`src/rtl/write_back_stage.sv`:
```
// Write-back stage: forms the register-file write value, queues it in a DEPTH-entry
// buffer and drains it under valid/ready. Optional macro WB_FORWARD_EN adds a forwarding lookup.
module write_back_stage #(
    parameter int WIDTH      = 16,
    parameter int REG_ADDR_W = 3,
    parameter int DEPTH      = 2
) (
    input  logic                       clk,
    input  logic                       reset,
    input  logic                       flush,
    input  logic                       in_valid,
    output logic                       in_ready,
    input  logic [WIDTH-1:0]           ans_alu,
    input  logic [WIDTH-1:0]           ans_dm,
    input  logic                       sel_mem,
    input  logic [1:0]                 load_size,
    input  logic                       load_signed,
    input  logic [REG_ADDR_W-1:0]      rd_addr,
    input  logic                       rd_we,
    output logic                       wb_valid,
    input  logic                       rf_ready,
    output logic [WIDTH-1:0]           ans_wb,
    output logic [REG_ADDR_W-1:0]      wb_addr,
    output logic                       wb_we,
`ifdef WB_FORWARD_EN
    input  logic [REG_ADDR_W-1:0]      fwd_addr,
    output logic                       fwd_hit,
    output logic [WIDTH-1:0]           fwd_data,
`endif
    output logic [$clog2(DEPTH+1)-1:0] count
);

    localparam int PTR_W = $clog2(DEPTH);
    localparam int CNT_W = $clog2(DEPTH+1);

    logic [WIDTH-1:0]      data_q [DEPTH];
    logic [REG_ADDR_W-1:0] addr_q [DEPTH];
    logic [DEPTH-1:0]      we_q;

    logic [PTR_W-1:0] rd_ptr_q, rd_ptr_d;
    logic [PTR_W-1:0] wr_ptr_q, wr_ptr_d;
    logic [CNT_W-1:0] count_q, count_d;

    logic [WIDTH-1:0] byte_ext, half_ext, mem_data, wr_data;
    logic             wr_we;
    logic             enq, deq;

    // Sub-word extension: fill with the sign (or zero), then overlay the low bits.
    always_comb begin
        byte_ext       = {WIDTH{load_signed & ans_dm[7]}};
        byte_ext[7:0]  = ans_dm[7:0];
        half_ext       = {WIDTH{load_signed & ans_dm[15]}};
        half_ext[15:0] = ans_dm[15:0];
        case (load_size)
            2'b01:   mem_data = half_ext;
            2'b10:   mem_data = byte_ext;
            default: mem_data = ans_dm;
        endcase
        wr_data = sel_mem ? mem_data : ans_alu;
        // r0 is hard-wired; keep the entry for ordering but never write it.
        wr_we   = rd_we && (rd_addr != '0);
    end

    // Handshake: a transfer happens on a rising edge where valid and ready are both
    // high; ready never depends on valid in the same cycle, and the producer holds its
    // data while ready is low.
    assign in_ready = (count_q != CNT_W'(DEPTH));
    assign wb_valid = (count_q != '0);
    assign enq      = in_valid && in_ready;
    assign deq      = wb_valid && rf_ready;

    assign ans_wb  = wb_valid ? data_q[rd_ptr_q] : '0;
    assign wb_addr = wb_valid ? addr_q[rd_ptr_q] : '0;
    assign wb_we   = wb_valid && we_q[rd_ptr_q];
    assign count   = count_q;

    always_comb begin
        rd_ptr_d = rd_ptr_q;
        wr_ptr_d = wr_ptr_q;
        count_d  = count_q;
        if (enq) wr_ptr_d = wr_ptr_q + PTR_W'(1);
        if (deq) rd_ptr_d = rd_ptr_q + PTR_W'(1);
        case ({enq, deq})
            2'b10:   count_d = count_q + CNT_W'(1);
            2'b01:   count_d = count_q - CNT_W'(1);
            default: count_d = count_q;
        endcase
        // Flush drops everything in flight, including this cycle's transfers.
        if (flush) begin
            rd_ptr_d = '0;
            wr_ptr_d = '0;
            count_d  = '0;
        end
    end

    always_ff @(posedge clk) begin
        if (reset) begin
            rd_ptr_q <= '0;
            wr_ptr_q <= '0;
            count_q  <= '0;
        end else begin
            rd_ptr_q <= rd_ptr_d;
            wr_ptr_q <= wr_ptr_d;
            count_q  <= count_d;
        end
    end

    always_ff @(posedge clk) begin
        if (reset) begin
            we_q <= '0;
        end else if (enq && !flush) begin
            data_q[wr_ptr_q] <= wr_data;
            addr_q[wr_ptr_q] <= rd_addr;
            we_q[wr_ptr_q]   <= wr_we;
        end
    end

`ifdef WB_FORWARD_EN
    logic [PTR_W-1:0] fwd_idx;

    // Walk oldest to youngest so the last match (youngest) wins.
    always_comb begin
        fwd_hit  = 1'b0;
        fwd_data = '0;
        fwd_idx  = '0;
        for (int i = 0; i < DEPTH; i++) begin
            fwd_idx = rd_ptr_q + PTR_W'(i);
            if ((CNT_W'(i) < count_q) && we_q[fwd_idx] &&
                (addr_q[fwd_idx] == fwd_addr) && (fwd_addr != '0)) begin
                fwd_hit  = 1'b1;
                fwd_data = data_q[fwd_idx];
            end
        end
    end
`endif

endmodule

```
`config.mk`:
```
export PLATFORM = sky130hd
export DESIGN_NAME = write_back_stage
export DESIGN_NICKNAME = d
export VERILOG_FILES = /design/src/rtl/write_back_stage.sv
export SDC_FILE = /design/constraint.sdc
export NUM_CORES = 1
export LEC_CHECK = 0
export CAP_MARGIN = 40
export CORE_MARGIN = 2
export CORE_UTILIZATION = 47
export CTS_BUF_LIST = sky130_fd_sc_hd__clkbuf_8
export DETAILED_ROUTE_END_ITERATION = 10
export MAX_ROUTING_LAYER = met4
export PLACE_DENSITY = 0.89
export SYNTH_ARGS = -nofsm -noshare
export SYNTH_HDL_FRONTEND = slang
export SYNTH_SLANG_ARGS = --single-unit
export TNS_END_PERCENT = 30
```
`constraint.sdc`:
```
create_clock -name clk -period 4.3 [get_ports clk]
set_input_delay 1.29 -clock clk [delete_from_list [all_inputs] [get_ports clk]]
set_output_delay 1.29 -clock clk [all_outputs]
set_load 0.05 [all_outputs]
```
# [Yosys cells after proc, flatten, opt, wreduce, memory -nomap -nowiden]
# Memories as Yosys holds them, arrays and structs flattened. A register that Yosys moved wholly into a read port is not among the register bits.
# Index checks and enable logic that the tools add are counted.
[op_classes] add_sub_neg=4 n_lt_le_gt_ge=3 n_eq_ne=4 mux=17 bitwise=1 n_reduce_logical=11
[op_table] cell="16-bit two-way mux" count=3
[op_table] cell="1-bit two-way mux" count=10
[op_table] cell="1-bit logical AND" count=6
[op_table] cell="2-bit equality test (second input constant)" count=2
[op_table] cell="1-bit by 2-bit < comparator with 1-bit output (second input constant)" count=2
[op_table] cell="2-bit case mux with 2 select lines" count=1
[op_table] cell="2-bit nonzero test" count=2
[op_table] cell="3-bit two-way mux" count=1
[op_table] cell="3-bit nonzero test" count=1
[op_table] cell="1-bit adder (second input constant)" count=2
[op_table] cell="2-bit by 1-bit adder with 2-bit output (second input constant)" count=1
[op_table] cell="2-bit bitwise mux" count=1
[op_table] cell="2-bit by 1-bit equality test with 1-bit output (second input constant)" count=1
[op_table] cell="2-bit inequality test (second input constant)" count=1
[op_table] cell="2-bit OR reduction" count=1
[op_table] cell="2-bit by 1-bit subtractor with 2-bit output (second input constant)" count=1
[op_table] cell="1-bit bitwise AND" count=1
[op_table] cell="1-bit demux with 1-bit select" count=1
[op_table] cell="1-bit >= comparator (second input constant)" count=1
[op_table] cell="1-bit logical NOT" count=1
[totals] ff_bits=6 ramBits=38 input_bits=45 output_inout_bits=24 wordCells=46 memories=2
[memory_table] name="data_q" words=2 width=16 read_ports=1 rd_ports_with_merged_regs=1 wr=1 line="36" text="logic [WIDTH-1:0] data_q [DEPTH];"
[memory_table] name="addr_q" words=2 width=3 read_ports=1 rd_ports_with_merged_regs=1 wr=1 line="37" text="logic [REG_ADDR_W-1:0] addr_q [DEPTH];"

# [Depth between registers and ports, before layout]
# Gate-level depths: netlist (run 1).
[depth] ltp_word=6 depth_mapped=7 ltp_nobuf=7

# [Least setup slack after synthesis (run 1)]
# No wires, ideal clock.
[synth_path] path_kind="input -> register" startpoint="in in_valid" endpoint="mem addr_q[1][0], enable pin" setup_ns=0.450 arrival_time_ns=3.442 required_time_ns=3.850 slack_ns=0.408 cell_stages=2 path_buffers=0 path_cell_list="nand2_1 > nor4b_1"
[synth_between] elab_chain_cells=5
[synth_rtl] item="from (decl)" line="11" text="input logic in_valid,"
[synth_rtl] item="1-bit logical AND" line="69" text="assign enq = in_valid && in_ready;"
[synth_rtl] item="1-bit logical AND" line="111" text="end else if (enq && !flush) begin"
[synth_rtl] item="1-bit two-way mux" line="111"
[synth_rtl] item="1-bit two-way mux" line="109" text="if (reset) begin"
[synth_rtl] item="1-bit two-way mux (implied by the code)" line="113" text="addr_q[wr_ptr_q] <= rd_addr;"
[synth_rtl] item="to (decl)" line="37"
# No other way between the ends.

==> results.toml, run 1 <==
[timing]
period_share_pct = 82.6
period_minus_slack_ns = 3.55
finalMaxSlewViolations = 0
setup_slack_ns = 0.747
hold_viol = 0
slew_headroom_pct = 64.8
whs_ns = 0.466
worst_slew_pin_slew_ns = 0.527
fin_setup_tns_ns = 0
fmax_mhz = 281
finalSetupViolations = 0
clock-skew-final_ns = 0.00887
rsz0062_at_grt = "no"

[place]
placed_area_um2 = 2780
dp_hpwl_mm = 3.21
place_ws_ns = 1.04
numPortBuffers = 68
gp_congestion = 0.851

[critical_path]
crit_path_cell_trace = "buf_4 -> mux2i_1 -> nor2_1 -> clkdlybuf4s50_1"
reg2reg_from = "count[1]"
r2r-end = "count[1]"
critical_path_class = "reg -> out"
arrival_ns = 2.26
ff2ff_setup_slack_ns = 2.60
critPathLaunchType = "flip-flop"
crit_path_max_fanout = 12
timing.critical_path.required_ns = 3.01
worst_setup_path_end_kind = "output pin"
slowest_delay_ns = 0.84
r2r_cells = 6
cpMaxStageDelayCell = "clkdlybuf4s50_1"

[power_and_ir_drop]
intPower_mw = 0.739
p_leak_nw = 0.990
p_comb_share_pct = 17.9
p_switching_mw = 0.234
powerDensity_nw_per_um2 = 337
p_sw_share_pct = 24.1
ir_worst_vdd_mv = 0.273
seqPwrFrac_pct = 50.5
p_clk_share_pct = 31.6

[finish]
syn_to_final_growth_pct = 43.3
finalNetCount = 277
diodes = 0
final_area_um2 = 2890
layout-drive-gt1-share_pct = 11.2
finish.utilization_pct = 71.1
fillerInstances = 296

[synthesis]
synthesis.nets = 206
ys_ff_latch = 45
yosys_warnings = 0
synth.cell_area_um2 = 2010
yosysSeqAreaShare_pct = 63.6
ys_types = 27
netlist_instances = 160
syn_area_per_cell_um2 = 12.6

[global_routing]
grt_pass1_vias = 1525
grt_max_degree = 22
grt_first_pass_wirelength_mm = 7.00
grt_usage_pct = 19.5
antenna_found_initial = 0
grt.overflow.total = 0

[floorplanning]
die_area_um2 = 4830
core_area_um2 = 4060
placementRows = 23
start_util_pct = 49.6
die_h_um = 69.5
io_pins = 69
die_w_um = 69.5

[cts]
cts_tree = "done"
clkTransAtPathRegs_ns = 0.08
clkSinkCount = 45
h-tree-depth = 2
cts.path.max_buffers = 2
cts-root-buf = "clkbuf_8"
worst_skew_pair.late_latency_ns = 0.29
ctsHoldBuffers = 0
cts_buffers = 5
cts_resized = 0
post_cts_buffers = 0

[min_path]
whs_path_depth = 2
hp-class = "reg -> reg"
hold_path_end = "we_q[0]"
min_from = "we_q[0]"

[run]
max_cap_violations = 0

[outcome]
outcome = "finished clean"

[detailed_routing]
drtAntennaViolNets = 0
vias = 1510
wire_per_inst_um = 15.6
drcViolationCount = 0
drtIter0Drc = 83
first_pass_iters = 4
vias_per_cell = 5.35
finalWirelength_mm = 4.39
## routing by layer
| metal | vias to the layer above | GRT usage [%] | wire, um |
|---|---|---|---|
| li1 | 718 | - | - |
| met1 | 745 | 20.2 | 1650 |
| met2 | 43 | 35.6 | 2500 |
| met3 | 4 | 3.20 | 191 |
| met4 | 0 | 9.59 | 44 |
| met5 | - | - | 0 |
## sequential cells by signal, summed over array words and instances, names as in the netlist, named ones only
name	cells
we_q	2
rd_ptr_q	1
addr_q	6
count	2
wr_ptr_q	1
data_q	32
## cells in the final DEF (no fill, tap or decap), drive strengths merged, types with 2 or more instances in the layout
master,instances
or3,2
o21ai,3
inv,6
mux2i,22
dfxtp,7
edfxtp,38
nor2,32
buf,5
mux2,8
clkdlybuf4s50,68
xor2,2
nand2,3
clkbuf,5
a21oi,18
## worst max-delay path: cells and delay by family (launching register included)
family	cells	cell delay [ns]
buffers and inverters	2	1.16
flip-flops	1	0.59
AND/OR/NAND/NOR	1	0.12
multiplexers	1	0.11
## how the worst max path moves through the flow
stage              start           end  slack (ns)  cells after the start
4_1_cts        flip-flop     ans_wb[6]        0.72                      4
5_1_grt        flip-flop     ans_wb[6]        0.60                      4
6_report       flip-flop     ans_wb[6]        0.75                      4
3_3_place_gp   flip-flop    ans_wb[13]        1.08                      4
2_1_floorplan   in_valid  addr_q[1][0]        0.41                      2
3_5_place_dp   flip-flop     ans_wb[6]        1.04                      4
## cells by family (layout without fill, tap and decap cells)
| kind of cell | Yosys count | in the layout | synth area share (%) |
|---|---|---|---|
| flops | 45 | 45 | 63.6 |
| simple gates | 45 | 45 | 10.5 |
| mux | 30 | 30 | 15.4 |
| compound gates | 22 | 22 | 5.65 |
| buf+inv | 14 | 86 | 2.92 |
| xor+xnor | 3 | 3 | 1.30 |
| fa+ha+maj | 1 | 1 | 0.621 |
## synth_stat cells (all sizes together)
cell type	count	area [um^2]
nor2b	1	8.76
nand2b	1	6.26
nand4b	1	8.76
ha	1	12.5
and4b	1	10.0
clkbuf	5	18.8
inv	5	18.8
edfxtp	38	1140
o21ai	3	15.0
nor2	32	120
nor4b	1	8.76
mux2	8	90.1
buf	4	21.3
or2	1	6.26
or4	1	11.3
mux2i	22	220
xnor2	1	8.76
nor4	1	6.26
nand2	3	11.3
or3	2	13.8
a21oi	18	90.1
dfxtp	7	140
o311ai	1	8.76
xor2	2	17.5
## stage by stage
| step | cells | total power [mW] |
|---|---|---|
| final | 282 | 0.973 |
| after global routing | 282 | 1.01 |
| after CTS | 282 | 0.979 |
| after detailed placement | 274 | 0.676 |
| after global placement | 273 | 0.670 |
| after floorplan | 160 | 0.595 |
## area by class of cell
type	instances	area (um^2)	area share, %
inverters	5	18.8	0.650
multi-input cells	101	687	23.8
flip-flops and latches	45	1280	44.4
clock inverters	3	42.5	1.47
repair buffers	73	726	25.1
clock buffers	5	68.8	2.38
well taps	50	62.6	2.17
## power groups by stage
stage	registers (mW)	clock network, mW	logic [mW]
after floorplan	0.503	0	0.0916
after global placement	0.501	0	0.169
after detailed placement	0.502	0	0.174
after CTS	0.492	0.312	0.175
after global routing	0.493	0.331	0.186
final	0.492	0.307	0.174
Note: power is estimated with default switching activity, not from simulation.
==> run 2: changes to the inputs <==
--- a/config.mk
+++ b/config.mk
@@ -7,11 +7,11 @@
 export LEC_CHECK = 0
 export CAP_MARGIN = 40
 export CORE_MARGIN = 2
-export CORE_UTILIZATION = 47
+export CORE_UTILIZATION = 42
 export CTS_BUF_LIST = sky130_fd_sc_hd__clkbuf_8
 export DETAILED_ROUTE_END_ITERATION = 10
 export MAX_ROUTING_LAYER = met4
-export PLACE_DENSITY = 0.89
+export PLACE_DENSITY = 0.85
 export SYNTH_ARGS = -nofsm -noshare
 export SYNTH_HDL_FRONTEND = slang
 export SYNTH_SLANG_ARGS = --single-unit
==> constraint.sdc (replaced) <==
create_clock -name clk -period 3.1 [get_ports clk]
set_input_delay 0.93 -clock clk [delete_from_list [all_inputs] [get_ports clk]]
set_output_delay 0.93 -clock clk [all_outputs]
set_load 0.05 [all_outputs]
==> run 2 against run 1 <==
  * Combinational power up 62%
  * Sequential power up 38%
  * Wire length decreased by 1.2%
  * Via count is 2.2% lower
==> results.toml, run 2 (synthesized netlist as in run 1, its figures left out) <==
[outcome]
outcome = "finished clean"

[floorplanning]
die_w_um = 73.3
placementRows = 25
io_pins = 69
die_area_um2 = 5370
die_h_um = 73.3
start_util_pct = 43.2
core_area_um2 = 4660

[finish]
syn_to_final_growth_pct = 54.7
final_common_cell = "clkdlybuf4s50_1"
fin_cells = 290
reg.largest.list = "data_q (32), addr_q (6)"
finish.utilization_pct = 66.9
layout_common_cells = "49 x clkdlybuf4s50_1, 38 x edfxtp_1, 32 x nor2_1"
top_register = "data_q"
finalNetCount = 281
diodes = 0
layout-drive-gt1-share_pct = 21.2
largest_reg_flops = 32
final_area_um2 = 3120

[power_and_ir_drop]
seqPwrFrac_pct = 48.6
p_switching_mw = 0.342
p_leak_nw = 1.10
intPower_mw = 1.06
ir_worst_vdd_mv = 0.308
powerDensity_nw_per_um2 = 449
p_sw_share_pct = 24.5
p_comb_share_pct = 20.1
p_clk_share_pct = 31.3

[timing]
rsz0062_at_grt = "no"
slew_headroom_pct = 64.4
period_minus_slack_ns = 2.84
fmax_mhz = 352
hold_viol = 0
finalSetupViolations = 0
clock-skew-final_ns = 0.0118
worst_slew_pin_slew_ns = 0.528
finalMaxSlewViolations = 0
period_share_pct = 91.7

[critical_path]
arrival_ns = 1.91
timing.critical_path.required_ns = 2.17
critical_path_class = "reg -> out"
worst_setup_path_end_kind = "output pin"
r2r_cells = 6
critPathLaunchType = "flip-flop"
crit_path_max_fanout = 12
cp-startpoint = "count[0]"
ff2ff_setup_slack_ns = 1.35
r2r-end = "count[1]"
reg2reg_from = "count[1]"

[detailed_routing]
wire_per_inst_um = 15.0
vias = 1477
drtAntennaViolNets = 0
drcViolationCount = 0
vias_per_cell = 5.09
drtIter0Drc = 38
first_pass_iters = 4
finalWirelength_mm = 4.34

[cts]
h-tree-depth = 2
cts_tree = "done"
cts_resized = 0
cts-root-buf = "clkbuf_8"
ctsHoldBuffers = 0
clkTransAtPathRegs_ns = 0.09
clkSinkCount = 45
cts_buffers = 5
cts.path.max_buffers = 2
worst_skew_pair.late_latency_ns = 0.30
post_cts_buffers = 0

[global_routing]
grt_pass1_vias = 1498
grt_max_degree = 17
antenna_found_initial = 0
grt_usage_pct = 18.3
grt.overflow.total = 0
grt_first_pass_wirelength_mm = 7.00

[min_path]
min_from = "we_q[0]"
whs_path_depth = 2
hp-class = "reg -> reg"
hold_path_end = "we_q[0]"

[place]
placed_area_um2 = 3000
dp_cells = 282
dp_hpwl_mm = 3.32
gp_congestion = 0.746
numPortBuffers = 68

[run]
max_cap_violations = 0
==> run 2: cell count changes in the layout (fill, tap and decap cells not counted) <==
cell / previous run / this run
buf_12: 0 / 19
clkdlybuf4s50_1: 68 / 49
buf_4: 4 / 9
buf_8: 1 / 0
clkinvlp_4: 0 / 1
inv_1: 6 / 5
nor4b_2: 1 / 0
nor4b_4: 0 / 1
==> run 2: how the worst max path moves through the flow <==
stage / slack (ns) / cells past startpoint / end
finish: 0.26 / 4 / wb_valid
global route: 0.17 / 4 / wb_valid
CTS: 0.24 / 4 / wb_valid
detailed placement: 0.57 / 4 / data_q[0][13]
global placement: 0.59 / 4 / data_q[0][13]
floorplan: -0.59 / 4 / addr_q[0][0]
==> run 2: critical path: stages, from the launching register on <==
cell and delay [ns]:
dfxtp_1 0.46, nor2_1 0.11, buf_4 0.20, inv_1 0.06, clkdlybuf4s50_1 0.79
==> run 2: area by class of cell <==
cell class	count	area, um^2
Clock inverter	3	46.3
Sequential cell	45	1280
Tap cell	54	67.6
Fill cell	342	1540
Inverter	5	18.8
Multi-Input combinational cell	101	696
Clock buffer	5	68.8
Timing Repair Buffer	77	938
==> run 2: per-layer routing <==
layer / GRT usage (%) / vias to the layer above / part of all wire [%]
li1: - / 727 / -
met1: 21.6 / 701 / 41
met2: 30.6 / 44 / 54
met3: 4.80 / 5 / 4.1
met4: 5.76 / 0 / 1.2
met5: - / - / 0
==> run 2: stage by stage <==
| step | total power, mW | setup WS [ns] | setup TNS [ns] | hold slack, ns |
|---|---|---|---|---|
| floorplan | 0.825 | -0.587 | -11.15 | 0.438 |
| global placement | 0.970 | 0.592 | 0 | 0.450 |
| detailed placement | 0.977 | 0.573 | 0 | 0.454 |
| CTS | 1.41 | 0.244 | 0 | 0.466 |
| global route | 1.45 | 0.173 | 0 | 0.498 |
| finish | 1.40 | 0.256 | 0 | 0.464 |
==> run 2: power groups by stage <==
| stage | Sequential, mW | Clock (mW) | Combinational [mW] |
|---|---|---|---|
| floorplan | 0.698 | 0 | 0.127 |
| global placement | 0.693 | 0 | 0.277 |
| detailed placement | 0.694 | 0 | 0.282 |
| CTS | 0.680 | 0.446 | 0.284 |
| global route | 0.682 | 0.471 | 0.300 |
| finish | 0.680 | 0.438 | 0.282 |
==> run 3: changes to the inputs <==
--- a/config.mk
+++ b/config.mk
@@ -6,7 +6,7 @@
 export NUM_CORES = 1
 export LEC_CHECK = 0
 export CAP_MARGIN = 40
-export CORE_MARGIN = 2
+export CORE_MARGIN = 3
 export CORE_UTILIZATION = 42
 export CTS_BUF_LIST = sky130_fd_sc_hd__clkbuf_8
 export DETAILED_ROUTE_END_ITERATION = 10
==> run 3 against run 2 <==
  * Clock skew decreased by 0.0048 ns
  * Combinational power hardly changed
  * Clock power decreased by 23%
  * Hold slack improved by 0.0095 ns
  * Sequential power about the same
  * Register-to-register slack lost 0.07 ns
  * First-iteration DRC count rose by 120%
  * Cell area is 1.6% lower
  * Die area grew 5.5%
  * Sequential share of layout area up 0.65 points
  * Critical path type unchanged
  * Largest cell class unchanged
==> results.toml, run 3 (synthesized netlist as in run 1, its figures left out) <==
[cts]
clkTransAtPathRegs_ns = 0.08
cts_buffers = 5
cts_tree = "done"
h-tree-depth = 2
cts.path.max_buffers = 2
post_cts_buffers = 0
cts_resized = 0
ctsHoldBuffers = 0
worst_skew_pair.late_latency_ns = 0.29
clkSinkCount = 45
cts-root-buf = "clkbuf_8"

[critical_path]
cpMaxStageDelayCell = "clkdlybuf4s50_1"
cp-startpoint = "count[0]"
worst_setup_path_end_kind = "output pin"
timing.critical_path.required_ns = 2.17
critical_path.endpoint = "wb_we"
r2r-end = "count[1]"
critical_path_class = "reg -> out"
reg2reg_from = "count[1]"
critPathLaunchType = "flip-flop"
crit_path_cell_trace = "nor2_2 -> nor2_1 -> clkdlybuf4s50_1"
arrival_ns = 1.99
r2r_cells = 6
crit_path_max_fanout = 12
slowest_delay_ns = 0.72
ff2ff_setup_slack_ns = 1.28

[place]
dp_cells = 276
gp_congestion = 0.680
dp_hpwl_mm = 3.38
numPortBuffers = 68
placed_area_um2 = 2980

[timing]
worst_slew_pin_slew_ns = 0.566
slew_headroom_pct = 62.2
fin_setup_tns_ns = 0
period_share_pct = 94.2
hold_viol = 0
rsz0062_at_grt = "no"
clock-skew-final_ns = 0.00704
finalSetupViolations = 0
fmax_mhz = 343
period_minus_slack_ns = 2.92
finalMaxSlewViolations = 0

[global_routing]
grt_usage_pct = 17.4
grt.overflow.total = 0
antenna_found_initial = 0
grt_pass1_vias = 1523
grt_max_degree = 20
grt_first_pass_wirelength_mm = 6.88

[finish]
largest_reg_flops = 32
syn_to_final_growth_pct = 52.3
reg.largest.list = "data_q (32), addr_q (6)"
fin_cells = 284
final_area_um2 = 3070
layout_common_cells = "49 x clkdlybuf4s50_1, 38 x edfxtp_1, 31 x nor2_1"
top_register = "data_q"
diodes = 0
final_common_cell = "clkdlybuf4s50_1"
layout-drive-gt1-share_pct = 19.4
finalNetCount = 277

[power_and_ir_drop]
powerDensity_nw_per_um2 = 423
p_leak_nw = 1.07
ir_worst_vdd_mv = 0.319

[min_path]
hp-class = "reg -> reg"
whs_path_depth = 2

[detailed_routing]
vias = 1485
first_pass_iters = 5
wire_per_inst_um = 15.6
vias_per_cell = 5.23
drcViolationCount = 0
drtIter0Drc = 82
finalWirelength_mm = 4.44
drtAntennaViolNets = 0

[outcome]
outcome = "finished clean"

[floorplanning]
core_area_um2 = 4500
die_w_um = 75.3
die_h_um = 75.3
io_pins = 69
die_area_um2 = 5660
start_util_pct = 44.7
placementRows = 24

[run]
max_cap_violations = 0
## run 3: cell types whose count changed in the layout (fill, tap and decap cells not counted)
cell / delta
buf_4: -5
bufinv_16: -1
buf_12: +1
nor2_1: -1
inv_1: +2
clkinv_4: -1
nor2_2: +1
## run 3: worst min path at each step
stage	from	to	slack, ns
final	we_q[1]	we_q[1]	0.47
after global routing	we_q[1]	we_q[1]	0.49
after CTS	we_q[1]	we_q[1]	0.48
after detailed placement	we_q[1]	we_q[1]	0.46
after global placement	we_q[1]	we_q[1]	0.45
after floorplan	we_q[0]	we_q[0]	0.44
## run 3: worst max-delay path, delay by kind of cell, from the launching register on
family / cells / cell delay, ns
AND/OR/NAND/NOR: 2 / 0.59
flip-flops: 1 / 0.39
buffers and inverters: 1 / 0.72
## run 3: area by class of cell
cell class / count / area [um^2]
multi-input cells: 101 / 698
fillers: 338 / 1440
well taps: 52 / 65.1
clock inverters: 3 / 15.0
inverters: 5 / 18.8
flip-flops and latches: 45 / 1280
clock buffers: 5 / 68.8
repair buffers: 73 / 921
## run 3: through the flow
| step | total power [mW] | hold WS [ns] | utilization, % | setup WS, ns |
|---|---|---|---|---|
| after floorplan | 0.825 | 0.438 | - | -0.587 |
| after global placement | 0.969 | 0.448 | 66.3 | 0.507 |
| after detailed placement | 0.977 | 0.464 | 66.3 | 0.472 |
| after CTS | 1.31 | 0.476 | 68.1 | 0.140 |
| after global routing | 1.35 | 0.492 | 68.1 | 0.0477 |
| final | 1.30 | 0.473 | 68.1 | 0.181 |
## run 3: power breakdown
part / total (mW) / internal [mW] / switching [mW] / leakage, nW
Combinational: 0.279 / 0.140 / 0.138 / 0.625
Clock: 0.338 / 0.153 / 0.185 / 0.0467
Sequential: 0.682 / 0.674 / 0.00798 / 0.402
Total: 1.30 / 0.967 / 0.332 / 1.07
## run 3: layer usage
metal	track usage, %	up-vias	routed length [um]
li1	-	718	-
met4	8.54	0	63
met3	3.74	7	248
met1	17.8	707	1700
met5	-	-	0
met2	31.3	53	2430
